**src/rtl/spi_master_if.sv**
```systemverilog
// rtl/spi_master_if.sv - host handshake and SPI wire bundle for spi_master (optional abort via SPI_MASTER_ABORT_EN)
interface spi_master_if #(
    parameter int MSG_BITS = 8
);
    logic                start;
    logic [0:MSG_BITS-1] tx_data;
    logic                busy;
    logic                done;
    logic [0:MSG_BITS-1] rx_data;
    logic                sclk;
    logic                chip_enable;
    logic                mosi_bit;
    logic                miso_bit;
`ifdef SPI_MASTER_ABORT_EN
    logic                abort;
    logic                aborted;

    modport master (
        input  start, tx_data, miso_bit, abort,
        output busy, done, rx_data, sclk, chip_enable, mosi_bit, aborted
    );
    modport slave (
        output start, tx_data, miso_bit, abort,
        input  busy, done, rx_data, sclk, chip_enable, mosi_bit, aborted
    );
`else
    modport master (
        input  start, tx_data, miso_bit,
        output busy, done, rx_data, sclk, chip_enable, mosi_bit
    );
    modport slave (
        output start, tx_data, miso_bit,
        input  busy, done, rx_data, sclk, chip_enable, mosi_bit
    );
`endif
endinterface

```
**src/rtl/spi_master.sv**
```systemverilog
// rtl/spi_master.sv - SPI mode-0 full-duplex master, index 0 first; SPI_MASTER_ABORT_EN adds abort/aborted
module spi_master #(
    parameter int MSG_BITS = 8,
    parameter int CLK_DIV  = 2,
    parameter int CS_SETUP = 1,
    parameter int CS_HOLD  = 1
) (
    input  logic         clk,
    input  logic         rst,
    spi_master_if.master bus
);
    localparam int BIT_W  = $clog2(MSG_BITS + 1);
    localparam int DIV_W  = $clog2(CLK_DIV + 1);
    localparam int CS_MAX = (CS_SETUP > CS_HOLD) ? CS_SETUP : CS_HOLD;
    localparam int CS_W   = $clog2(CS_MAX + 1);

    typedef enum logic [2:0] {IDLE, SETUP, LOW, HIGH, HOLD} state_t;

    state_t              state;
    logic [BIT_W-1:0]    bit_cnt;
    logic [DIV_W-1:0]    div_cnt;
    logic [CS_W-1:0]     cs_cnt;
    logic [0:MSG_BITS-1] tx_sr;
    logic [0:MSG_BITS-1] rx_sr;
    logic [0:MSG_BITS-1] tx_shift;
    logic [0:MSG_BITS-1] rx_shift;

    // Index 0 is the MSB of an ascending vector, so a left shift walks
    // the next bit into position 0 and frees the last index for miso.
    assign tx_shift = tx_sr << 1;

    always_comb begin
        rx_shift             = rx_sr << 1;
        rx_shift[MSG_BITS-1] = bus.miso_bit;
    end

    always_ff @(posedge clk or posedge rst) begin
        if (rst) begin
            state           <= IDLE;
            bit_cnt         <= '0;
            div_cnt         <= '0;
            cs_cnt          <= '0;
            tx_sr           <= '0;
            rx_sr           <= '0;
            bus.sclk        <= 1'b0;
            bus.chip_enable <= 1'b1;
            bus.mosi_bit    <= 1'b0;
            bus.busy        <= 1'b0;
            bus.done        <= 1'b0;
            bus.rx_data     <= '0;
`ifdef SPI_MASTER_ABORT_EN
            bus.aborted     <= 1'b0;
`endif
        end else begin
            bus.done <= 1'b0;
`ifdef SPI_MASTER_ABORT_EN
            bus.aborted <= 1'b0;
`endif
            case (state)
                IDLE: begin
                    if (bus.start) begin
                        tx_sr           <= bus.tx_data;
                        bus.mosi_bit    <= bus.tx_data[0];
                        bus.chip_enable <= 1'b0;
                        bus.busy        <= 1'b1;
                        cs_cnt          <= '0;
                        state           <= SETUP;
                    end
                end
                SETUP: begin
                    if (cs_cnt == CS_W'(CS_SETUP - 1)) begin
                        div_cnt <= '0;
                        bit_cnt <= '0;
                        state   <= LOW;
                    end else begin
                        cs_cnt <= cs_cnt + 1'b1;
                    end
                end
                LOW: begin
                    if (div_cnt == DIV_W'(CLK_DIV - 1)) begin
                        bus.sclk <= 1'b1;
                        rx_sr    <= rx_shift;
                        div_cnt  <= '0;
                        state    <= HIGH;
                    end else begin
                        div_cnt <= div_cnt + 1'b1;
                    end
                end
                HIGH: begin
                    if (div_cnt == DIV_W'(CLK_DIV - 1)) begin
                        bus.sclk <= 1'b0;
                        div_cnt  <= '0;
                        if (bit_cnt == BIT_W'(MSG_BITS - 1)) begin
                            cs_cnt <= '0;
                            state  <= HOLD;
                        end else begin
                            bit_cnt      <= bit_cnt + 1'b1;
                            tx_sr        <= tx_shift;
                            bus.mosi_bit <= tx_shift[0];
                            state        <= LOW;
                        end
                    end else begin
                        div_cnt <= div_cnt + 1'b1;
                    end
                end
                HOLD: begin
                    if (cs_cnt == CS_W'(CS_HOLD - 1)) begin
                        bus.chip_enable <= 1'b1;
                        bus.busy        <= 1'b0;
                        bus.done        <= 1'b1;
                        bus.rx_data     <= rx_sr;
                        state           <= IDLE;
                    end else begin
                        cs_cnt <= cs_cnt + 1'b1;
                    end
                end
                default: state <= IDLE;
            endcase
`ifdef SPI_MASTER_ABORT_EN
            // Abort overrides whatever the active state scheduled, including done.
            if (bus.abort && state != IDLE) begin
                state           <= IDLE;
                bus.sclk        <= 1'b0;
                bus.chip_enable <= 1'b1;
                bus.busy        <= 1'b0;
                bus.done        <= 1'b0;
                bus.aborted     <= 1'b1;
            end
`endif
        end
    end
endmodule

```
**src/flat_wrapper.sv**
```systemverilog
// flat-port wrapper written by rule: the top's interface ports become plain ports
module spi_master_flat 
#(
    parameter int MSG_BITS = 8,
    parameter int CLK_DIV  = 2,
    parameter int CS_SETUP = 1,
    parameter int CS_HOLD  = 1
)
  (clk, rst, bus_start, bus_tx_data, bus_miso_bit, bus_busy, bus_done, bus_rx_data, bus_sclk, bus_chip_enable, bus_mosi_bit);
  spi_master_if #(.MSG_BITS(MSG_BITS)) bus_i ();
  input  logic clk;
  input  logic rst;
  input wire logic [$bits(bus_i.start)-1:0] bus_start;
  input wire logic [$bits(bus_i.tx_data)-1:0] bus_tx_data;
  input wire logic [$bits(bus_i.miso_bit)-1:0] bus_miso_bit;
  output wire logic [$bits(bus_i.busy)-1:0] bus_busy;
  output wire logic [$bits(bus_i.done)-1:0] bus_done;
  output wire logic [$bits(bus_i.rx_data)-1:0] bus_rx_data;
  output wire logic [$bits(bus_i.sclk)-1:0] bus_sclk;
  output wire logic [$bits(bus_i.chip_enable)-1:0] bus_chip_enable;
  output wire logic [$bits(bus_i.mosi_bit)-1:0] bus_mosi_bit;
  assign bus_i.start = bus_start;
  assign bus_i.tx_data = bus_tx_data;
  assign bus_i.miso_bit = bus_miso_bit;
  assign bus_busy = bus_i.busy;
  assign bus_done = bus_i.done;
  assign bus_rx_data = bus_i.rx_data;
  assign bus_sclk = bus_i.sclk;
  assign bus_chip_enable = bus_i.chip_enable;
  assign bus_mosi_bit = bus_i.mosi_bit;
  spi_master #(.MSG_BITS(MSG_BITS), .CLK_DIV(CLK_DIV), .CS_SETUP(CS_SETUP), .CS_HOLD(CS_HOLD)) u_core (.clk(clk), .rst(rst), .bus(bus_i));
endmodule
```
**config.mk**
```make
export PLATFORM = sky130hd
export DESIGN_NAME = spi_master_flat
export DESIGN_NICKNAME = d
export VERILOG_FILES = /design/src/rtl/spi_master_if.sv /design/src/rtl/spi_master.sv /design/src/flat_wrapper.sv
export SDC_FILE = /design/constraint.sdc
export NUM_CORES = 1
export LEC_CHECK = 0
export CAP_MARGIN = 10
export CORE_ASPECT_RATIO = 1.1
export CORE_UTILIZATION = 25
export DETAILED_ROUTE_END_ITERATION = 8
export SLEW_MARGIN = 40
export SYNTH_ARGS = -nofsm -noshare
export SYNTH_HDL_FRONTEND = slang
export SYNTH_SLANG_ARGS = --single-unit
export TNS_END_PERCENT = 50
```
**constraint.sdc**
```tcl
create_clock -name clk -period 5 [get_ports clk]
set_input_delay 1 -clock clk [delete_from_list [all_inputs] [get_ports clk]]
set_output_delay 1 -clock clk [all_outputs]
set_load 0.02 [all_outputs]
```
==> results_dict.tcl, run 1 <==
set metrics [dict create \
    status "completed" \
    drt_wl_total_mm 3.19 \
    routed_via_density 4.57 \
    synth.avg_cell_area_um2 12.3 \
    die_h_um 87.4 \
    portBuffers 24 \
    drtPass1Iterations 4 \
    syn_to_final_growth_pct 23.3 \
    leakage_nw 0.849 \
    max_clock_freq_mhz 408 \
    finalHoldViolCount 0 \
    synth_simple_gate_area_frac 0.115 \
    slowest_delay_ps 490 \
    hold_depth 1 \
    grt_pass1_vias 1163 \
    vias 1097 \
    path_depth 5 \
    post_cts_resized 0 \
    placementRows 30 \
    core_um2 6270 \
    ys_seq_area_frac 0.559 \
    setup_viol 0 \
    yosys-top-cells-area "dfrtp_1 54%, mux2_2 11%, a22o_1 4.2%, o2bb2ai_1 3.7%, nand2_1 2.7%" \
    layout-drive-gt1-share 0.181 \
    synth_async_sr_flop_share 1.00 \
    drt_iter0_markers 57 \
    cts_tree "built" \
    clock_skew_ps 3.34 \
    irDropWorstVdd_uv 252 \
    cp.required_ps 5170 \
    synth_largest_area_cell "dfrtp_1" \
    synth_top_family_by_area "compound AO/OA/AOI/OAI gates" \
    powerDensity_nw_per_um2 599 \
    hold_class "reg -> reg" \
    holdBufCountCts 0 \
    syn-num-nets 148 \
    layout_setup_ws_ps 2550 \
    cts.htree.levels 2 \
    synth.most_common_cell "dfrtp_1" \
    cp_top_family "compound AO/OA/AOI/OAI gates" \
    num_antenna_cells 0 \
    dpl_worst_slack_ps 2270 \
    drc_errors 0 \
    post-cts-setup-buffers 0 \
    clock_latency_ps 280 \
    synth.area.mux_share 0.121 \
    antenna_left 0 \
    cp.arrival_ps 2630 \
    tightest_slew_ps 499 \
    grt_usage 0.101 \
    crit_chain "clkdlybuf4s50_1 -> or3b_4 -> a21oi_4 -> o21ai_4 -> a22o_1" \
    synth_top_area_frac 0.543 \
    synth-xor-area-share 0.00528 \
    hpwlAfterDp_mm 2.09 \
    fin_nets 172 \
    crit_path_end_kind "flip-flop" \
    ys_ff_latch 37 \
    worstPathMaxFanout 9 \
    synthDistinctLibCells 35 \
    crit_type "in -> reg" \
    cap_viol_max_count 0 \
    post-route-util 0.326 \
    crit_path_top_delay_cell "clkdlybuf4s50_1" \
    fin_crit_sh 0.490 \
    synthAdderAreaFrac 0.00755 \
    clock-sinks 37 \
    crit_path_start_kind "input port" \
    drv_slew 0 \
    die-area_um2 6960 \
    path_buf_inv 1 \
    overflow 0 \
    netlist_area_um2 1660 \
    antenna_found_initial 0 \
    finalCriticalPeriod_ps 2450 \
    root_buffer "clkbuf_8" \
    yosys_warnings 0 \
    grt_pass1_wl_mm 5.43 \
    wl_per_cell_um 13.3 \
    syn_inst 135 \
    gp_congestion 0.728 \
    grt_start_max_net_pins 38 \
    ios 25 \
    synthTopCellsByCount "36 x dfrtp_1, 16 x mux2_2, 12 x nand2_1" \
    cts_buffers 5 \
    path_clk_slew_ps 70 \
    synth_ff_type "dfrtp_1" \
    fin_setup_tns_ps 0 \
    r2r_cells 4 \
    synth-edff-count 0 \
    initial_core_util 0.264 \
    rsz0062_at_grt "no" \
    cts.path.max_buffers 2 \
    maxSlewHeadroom 0.667 \
    die_width_um 79.6 \
    synth-compound-area-share 0.155 \
]
-- layout by cell type, fill, tap and decap left out, types with 2 or more instances in the layout --
cell,n
nor2b_1,3
clkbuf_8,6
nand2b_1,3
dfrtp_1,36
o21ai_0,4
nor2_1,5
a22o_1,8
mux2_2,16
clkdlybuf4s50_1,24
a21oi_1,5
nand3_1,4
nand2_1,12
o2bb2ai_1,7
inv_1,3
mux2i_1,2
clkbuf_1,2
-- where the power goes --
group | switching (mW) | total, mW | internal (mW)
Sequential | 0.0915 | 0.504 | 0.413
Clock | 0.103 | 0.215 | 0.112
Combinational | 0.258 | 0.505 | 0.247
-- path summary, 6_finish.rpt --
kind / startpoint / end / slack [ps]
setup reg to reg: u_core.state[0]$_DFFE_PP0P_ / u_core.bit_cnt[3]$_DFFE_PP0P_ / 3110
setup / recovery: bus_start / u_core.tx_sr[6]$_DFFE_PP0P_ / 2550
hold reg to reg: u_core.bus.mosi_bit$_DFFE_PP0P_ / u_core.bus.mosi_bit$_DFFE_PP0P_ / 510
max in group asynchronous: rst / u_core.bus.chip_enable$_DFFE_PP1P_ / 3520
hold / removal: u_core.bus.mosi_bit$_DFFE_PP0P_ / u_core.bus.mosi_bit$_DFFE_PP0P_ / 510
min in group asynchronous: rst / u_core.tx_sr[1]$_DFFE_PP0P_ / 1120
-- routing by layer --
| metal | wire length (um) | global-route usage | share of wire |
|---|---|---|---|
| met2 | 1440 | 0.155 | 0.45 |
| met5 | 0 | 0 | 0 |
| met1 | 1550 | 0.133 | 0.49 |
| met3 | 163 | 0.0283 | 0.051 |
| met4 | 29 | 0.0413 | 0.0091 |
-- kinds of logic after synthesis --
group / count (synthesis)
and+or+nand+nor: 35
muxes: 18
xor gates and xnor gates: 1
AOI/OAI and AO/OA: 32
buffers and inverters: 11
DFF: 37
adders and majority gates: 1
-- metrics by stage --
stage / total power [mW] / hold WS, ps / instances / area (um^2)
floorplan: 0.911 / 466 / 135 / 1660
global placement: 1.01 / 481 / 232 / 1950
detailed placement: 1.02 / 492 / 232 / 1950
CTS: 1.24 / 509 / 240 / 2040
global route: 1.32 / 531 / 240 / 2040
finish: 1.22 / 507 / 240 / 2040
-- flip-flops by register name, summed over array words and instances, names as in the netlist --
name / count
u_core.bus.done: 1
u_core.bus.chip_enable: 1
u_core.rx_sr: 8
u_core.bit_cnt: 4
u_core.tx_sr: 7
u_core.bus.sclk: 1
u_core.state: 3
u_core.bus.rx_data: 8
u_core.div_cnt: 2
u_core.bus.busy: 1
u_core.bus.mosi_bit: 1
-- worst reg2reg max path, cell delays in order (launching register included) --
cell and delay [ps]:
dfrtp_1 550, nor2b_1 280, nand2_1 320, or4_1 590
nand3_1 90
-- final cells by class --
cell class | instances | area, um^2
inverter | 3 | 11.3
clock buffer | 8 | 90.1
timing repair buffer | 25 | 248
multi-input combinational | 87 | 668
sequential | 37 | 927
fill | 609 | 4220
tap | 80 | 100
No activity file was read; power rests on OpenSTA's default activity.
==> run 2, diff against run 1 <==
clock period = 2.6 ns   (was 5 ns; I/O delays follow)
==> results_dict.tcl, run 2 (synthesized netlist as in run 1, its figures left out) <==
set metrics [dict create \
    status "completed" \
    crit_path_end_kind "flip-flop" \
    portBuffers 24 \
    tightest_slew_ps 506 \
    grt_start_max_net_pins 38 \
    fin_nets 172 \
    cts_tree "built" \
    cap_viol_max_count 0 \
    clock_skew_ps 3.73 \
    post-cts-setup-buffers 0 \
    crit_path_start_kind "input port" \
    overflow 0 \
    routed_via_density 4.60 \
    syn_to_final_growth_pct 24.6 \
    route.met3.wl_um 148 \
    layout_setup_ws_ps 658 \
    grt_pass1_wl_mm 5.15 \
    layout_common_cells "36 x dfrtp_1, 24 x clkdlybuf4s50_1, 16 x mux2_2, 12 x nand2_1, 8 x a22o_1" \
    holdWs_ps 505 \
    antenna_left 0 \
    cts_buffers 5 \
    r2r_end "u_core.bit_cnt[3]$_DFFE_PP0P_" \
    dpl_worst_slack_ps 354 \
    multi_input_area_um2 668 \
    grt_pass1_vias 1075 \
    gp_congestion 0.739 \
    timing.reg2reg.setup_slack_ps 700 \
    rsz0062_at_grt "no" \
    placementRows 30 \
    drt_iter0_markers 53 \
    grt_usage 0.0966 \
    r2r_cells 4 \
    cp_top_family "compound AO/OA/AOI/OAI gates" \
    met2_wirelength_mm 1.37 \
    fin_setup_tns_ps 0 \
    fillers 629 \
    layout-drive-gt1-share 0.188 \
    hpwlAfterDp_mm 2.08 \
    vias 1104 \
    hp-start "u_core.div_cnt[1]$_DFFE_PP0P_" \
    path_clk_slew_ps 80 \
    seq_area_um2 927 \
    max_clock_freq_mhz 515 \
    post_cts_resized 0 \
    core_um2 6270 \
    leakage_nw 0.859 \
    path_buf_inv 1 \
    irDropWorstVdd_uv 459 \
    wl_per_cell_um 13.0 \
    wl_met1_mm 1.58 \
    drc_errors 0 \
    finalCriticalPeriod_ps 1940 \
    hold_class "reg -> reg" \
    die_width_um 79.6 \
    drt_wl_total_mm 3.13 \
    crit_path_top_delay_cell "clkdlybuf4s50_1" \
    die-area_um2 6960 \
    worstPathMaxFanout 9 \
    finalHoldViolCount 0 \
    die_h_um 87.4 \
    cts.path.max_buffers 2 \
    crit_chain "clkdlybuf4s50_1 -> or3b_4 -> a21oi_4 -> o21ai_4 -> a22o_1" \
    reg2reg_from "u_core.state[0]$_DFFE_PP0P_" \
    ios 25 \
    crit_start "bus_start" \
    powerDensity_nw_per_um2 1180 \
    finalPower_mw 2.43 \
    root_buffer "clkbuf_8" \
    clock_latency_ps 280 \
    hold_depth 1 \
    drv_slew 0 \
    crit_type "in -> reg" \
    slowest_delay_ps 490 \
    initial_core_util 0.264 \
    cts.htree.levels 2 \
    reg.largest.list "u_core.bus.rx_data (8), u_core.rx_sr (8), u_core.tx_sr (7)" \
    fin_crit_sh 0.747 \
    holdBufCountCts 0 \
    hold_path_end "u_core.div_cnt[1]$_DFFE_PP0P_" \
    clock-sinks 37 \
    setup_viol 0 \
    highest_layer "met4" \
    maxSlewHeadroom 0.662 \
    final_common_cell "dfrtp_1" \
    drtPass1Iterations 4 \
    cp.arrival_ps 2120 \
    antenna_found_initial 0 \
    num_antenna_cells 0 \
    cp.required_ps 2780 \
]
run 2: cell count changes in the layout (fill, tap and decap cells not counted), sizes merged:
cell    change
bufinv      +1
clkbuf      -2
clkinv      +1
run 2: final cells by class:
cell class / instances / area share
clock inverter: 2 / 0.0188
multi-input combinational: 87 / 0.323
timing repair buffer: 25 / 0.120
sequential: 37 / 0.449
clock buffer: 6 / 0.0351
tap: 80 / 0.0485
inverter: 3 / 0.00545
run 2: metrics by stage:
| stage | utilization | cells | area [um^2] |
|---|---|---|---|
| 6_report | 0.330 | 240 | 2070 |
| 5_1_grt | 0.330 | 240 | 2070 |
| 4_1_cts | 0.330 | 240 | 2070 |
| 3_5_place_dp | 0.312 | 232 | 1950 |
| 3_3_place_gp | 0.312 | 232 | 1950 |
| 2_1_floorplan | - | 135 | 1660 |
run 2: where the power goes:
| group | internal [mW] | leakage, nW | switching [mW] | total (mW) |
|---|---|---|---|---|
| clock network | 0.288 | 0.0554 | 0.208 | 0.496 |
| logic | 0.475 | 0.364 | 0.495 | 0.969 |
| registers | 0.793 | 0.439 | 0.173 | 0.966 |
run 2: metal layers:
layer	global-route usage	up-vias
li1	-	531
met1	0.134	545
met2	0.139	23
met3	0.0325	5
met4	0.0347	0
met5	0	-
run 2: how the worst max path moves through the flow:
stage	cells past startpoint	slack [ps]	endpoint
finish	5	660	u_core.tx_sr[5]$_DFFE_PP0P_
global route	4	540	u_core.bit_cnt[3]$_DFFE_PP0P_
CTS	1	630	bus_chip_enable
detailed placement	5	350	u_core.tx_sr[3]$_DFFE_PP0P_
global placement	5	360	u_core.tx_sr[1]$_DFFE_PP0P_
floorplan	4	990	u_core.bus.mosi_bit$_DFFE_PP0P_
==> run 3, diff against run 2 <==
clock period = 1.9 ns   (was 2.6 ns; I/O delays follow)
==> results_dict.tcl, run 3 (synthesized netlist as in run 1, its figures left out) <==
set metrics [dict create \
    status "completed" \
    fillers 631 \
    core_um2 6270 \
    drt_wl_total_mm 3.08 \
    stdcell_count 248 \
    die_width_um 79.6 \
    gp_congestion 0.772 \
    crit_type "reg -> out" \
    cts.htree.levels 2 \
    post-cts-setup-buffers 0 \
    num_antenna_cells 0 \
    cp_top_family "buffers and inverters" \
    switchingPower_mw 1.17 \
    crit_path_start_kind "flip-flop" \
    vias 1116 \
    dp.cells 241 \
    layout_common_cells "36 x dfrtp_1, 24 x clkdlybuf4s50_1, 16 x mux2_2, 12 x nand2_1, 10 x buf_4" \
    fin_nets 181 \
    holdBufCountCts 0 \
    post_cts_resized 0 \
    die_h_um 87.4 \
    dpl_worst_slack_ps -43.6 \
    fin_crit_sh 0.942 \
    routed_via_density 4.50 \
    postLayoutCellArea_um2 2110 \
    power.clock.fraction 0.166 \
    cts_buffers 5 \
    grt_pass1_wl_mm 5.33 \
    die-area_um2 6960 \
    leakage_nw 0.892 \
    rsz0062_at_grt "no" \
    cts.path.max_buffers 2 \
    crit_path_top_delay_cell "clkdlybuf4s50_1" \
    layout_setup_ws_ps 110 \
    grt_start_max_net_pins 27 \
    powerDensity_nw_per_um2 1550 \
    place_area_um2 2020 \
    seq_area_um2 927 \
    finalHoldViolCount 0 \
    clock_latency_ps 280 \
    drt_iter0_markers 53 \
    cp.arrival_ps 1410 \
    path_clk_slew_ps 70 \
    clock-sinks 37 \
    max_clock_freq_mhz 559 \
    power.share.sequential 0.400 \
    finalCriticalPeriod_ps 1790 \
    multi_input_area_um2 668 \
    holdWs_ps 409 \
    worstPathMaxFanout 2 \
    crit_chain "clkdlybuf4s50_1" \
    syn_to_final_growth_pct 27.2 \
    tightest_slew_ps 471 \
    cts_tree "built" \
    portBuffers 24 \
    switching_share 0.359 \
    ios 25 \
    antenna_left 0 \
    hold_class "in -> async" \
    hpwlAfterDp_mm 2.20 \
    grt_usage 0.0979 \
    initial_core_util 0.264 \
    crit_path_end_kind "output port" \
    setup_viol 0 \
    intPower_mw 2.09 \
    cp.required_ps 1520 \
    path_buf_inv 1 \
    maxSlewHeadroom 0.686 \
    antenna_found_initial 0 \
    root_buffer "clkbuf_8" \
    post-route-util 0.336 \
    comb_power_share 0.434 \
    irDropWorstVdd_uv 674 \
    drtPass1Iterations 4 \
    slowest_delay_ps 600 \
    placementRows 30 \
    reg.largest.list "u_core.bus.rx_data (8), u_core.rx_sr (8), u_core.tx_sr (7)" \
    drc_errors 0 \
    drv_slew 0 \
    cap_viol_max_count 0 \
    layout-drive-gt1-share 0.226 \
    grt_pass1_vias 1126 \
    final_common_cell "dfrtp_1" \
    overflow 0 \
    clock_skew_ps 5.64 \
    wl_per_cell_um 12.4 \
]
## run 3: cell count changes in the layout (fill, tap and decap cells not counted)
cell       previous run  this run
buf_4                 1        10
bufinv_16             1         0
clkinv_4              1         0
clkbuf_8              5         6
## run 3: power groups by stage
stage / clock network (mW) / registers (mW) / logic (mW)
after floorplan: 0 / 1.29 / 1.11
after global placement: 0 / 1.32 / 1.41
after detailed placement: 0 / 1.32 / 1.43
final: 0.542 / 1.31 / 1.42
after global routing: 0.592 / 1.35 / 1.57
after CTS: 0.567 / 1.31 / 1.44
## run 3: final cells by class
type	instances	area share
Inverter	3	0.00534
Timing Repair Buffer	34	0.150
Sequential cell	37	0.440
Multi-Input combinational cell	87	0.317
Clock buffer	7	0.0409
Tap cell	80	0.0475
## run 3: metal layers
| metal | up-vias | global-route usage | routed length (um) |
|---|---|---|---|
| met5 | - | 0 | 0 |
| met4 | 0 | 0.0149 | 0 |
| met3 | 0 | 0.0346 | 145 |
| met2 | 23 | 0.153 | 1450 |
| met1 | 543 | 0.132 | 1490 |
| li1 | 550 | - | - |
## run 3: worst min-delay path, cell delays in order
cell and delay [ps]:
clkdlybuf4s50_1 390, inv_1 70, buf_4 190
## run 3: metrics by stage
stage | TNS, ps | power [mW]
floorplan | 0 | 2.40
global placement | -222 | 2.73
detailed placement | -276 | 2.75
CTS | 0 | 3.31
global route | 0 | 3.51
finish | 0 | 3.27
## run 3: path summary, 6_finish.rpt
check                                                    from                          end  slack, ps  cells after the start
setup / recovery           u_core.bus.chip_enable$_DFFE_PP1P_              bus_chip_enable        110                      1
hold / removal                                            rst  u_core.state[0]$_DFFE_PP0P_        410                      3
setup reg to reg                u_core.div_cnt[1]$_DFFE_PP0P_  u_core.tx_sr[6]$_DFFE_PP0P_        250                      4
hold reg to reg                   u_core.tx_sr[7]$_DFFE_PP0P_  u_core.tx_sr[7]$_DFFE_PP0P_        500                      1
max in group asynchronous                                 rst  u_core.rx_sr[4]$_DFFE_PP0P_       1160                      3
min in group clk                  u_core.tx_sr[7]$_DFFE_PP0P_  u_core.tx_sr[7]$_DFFE_PP0P_        500                      1
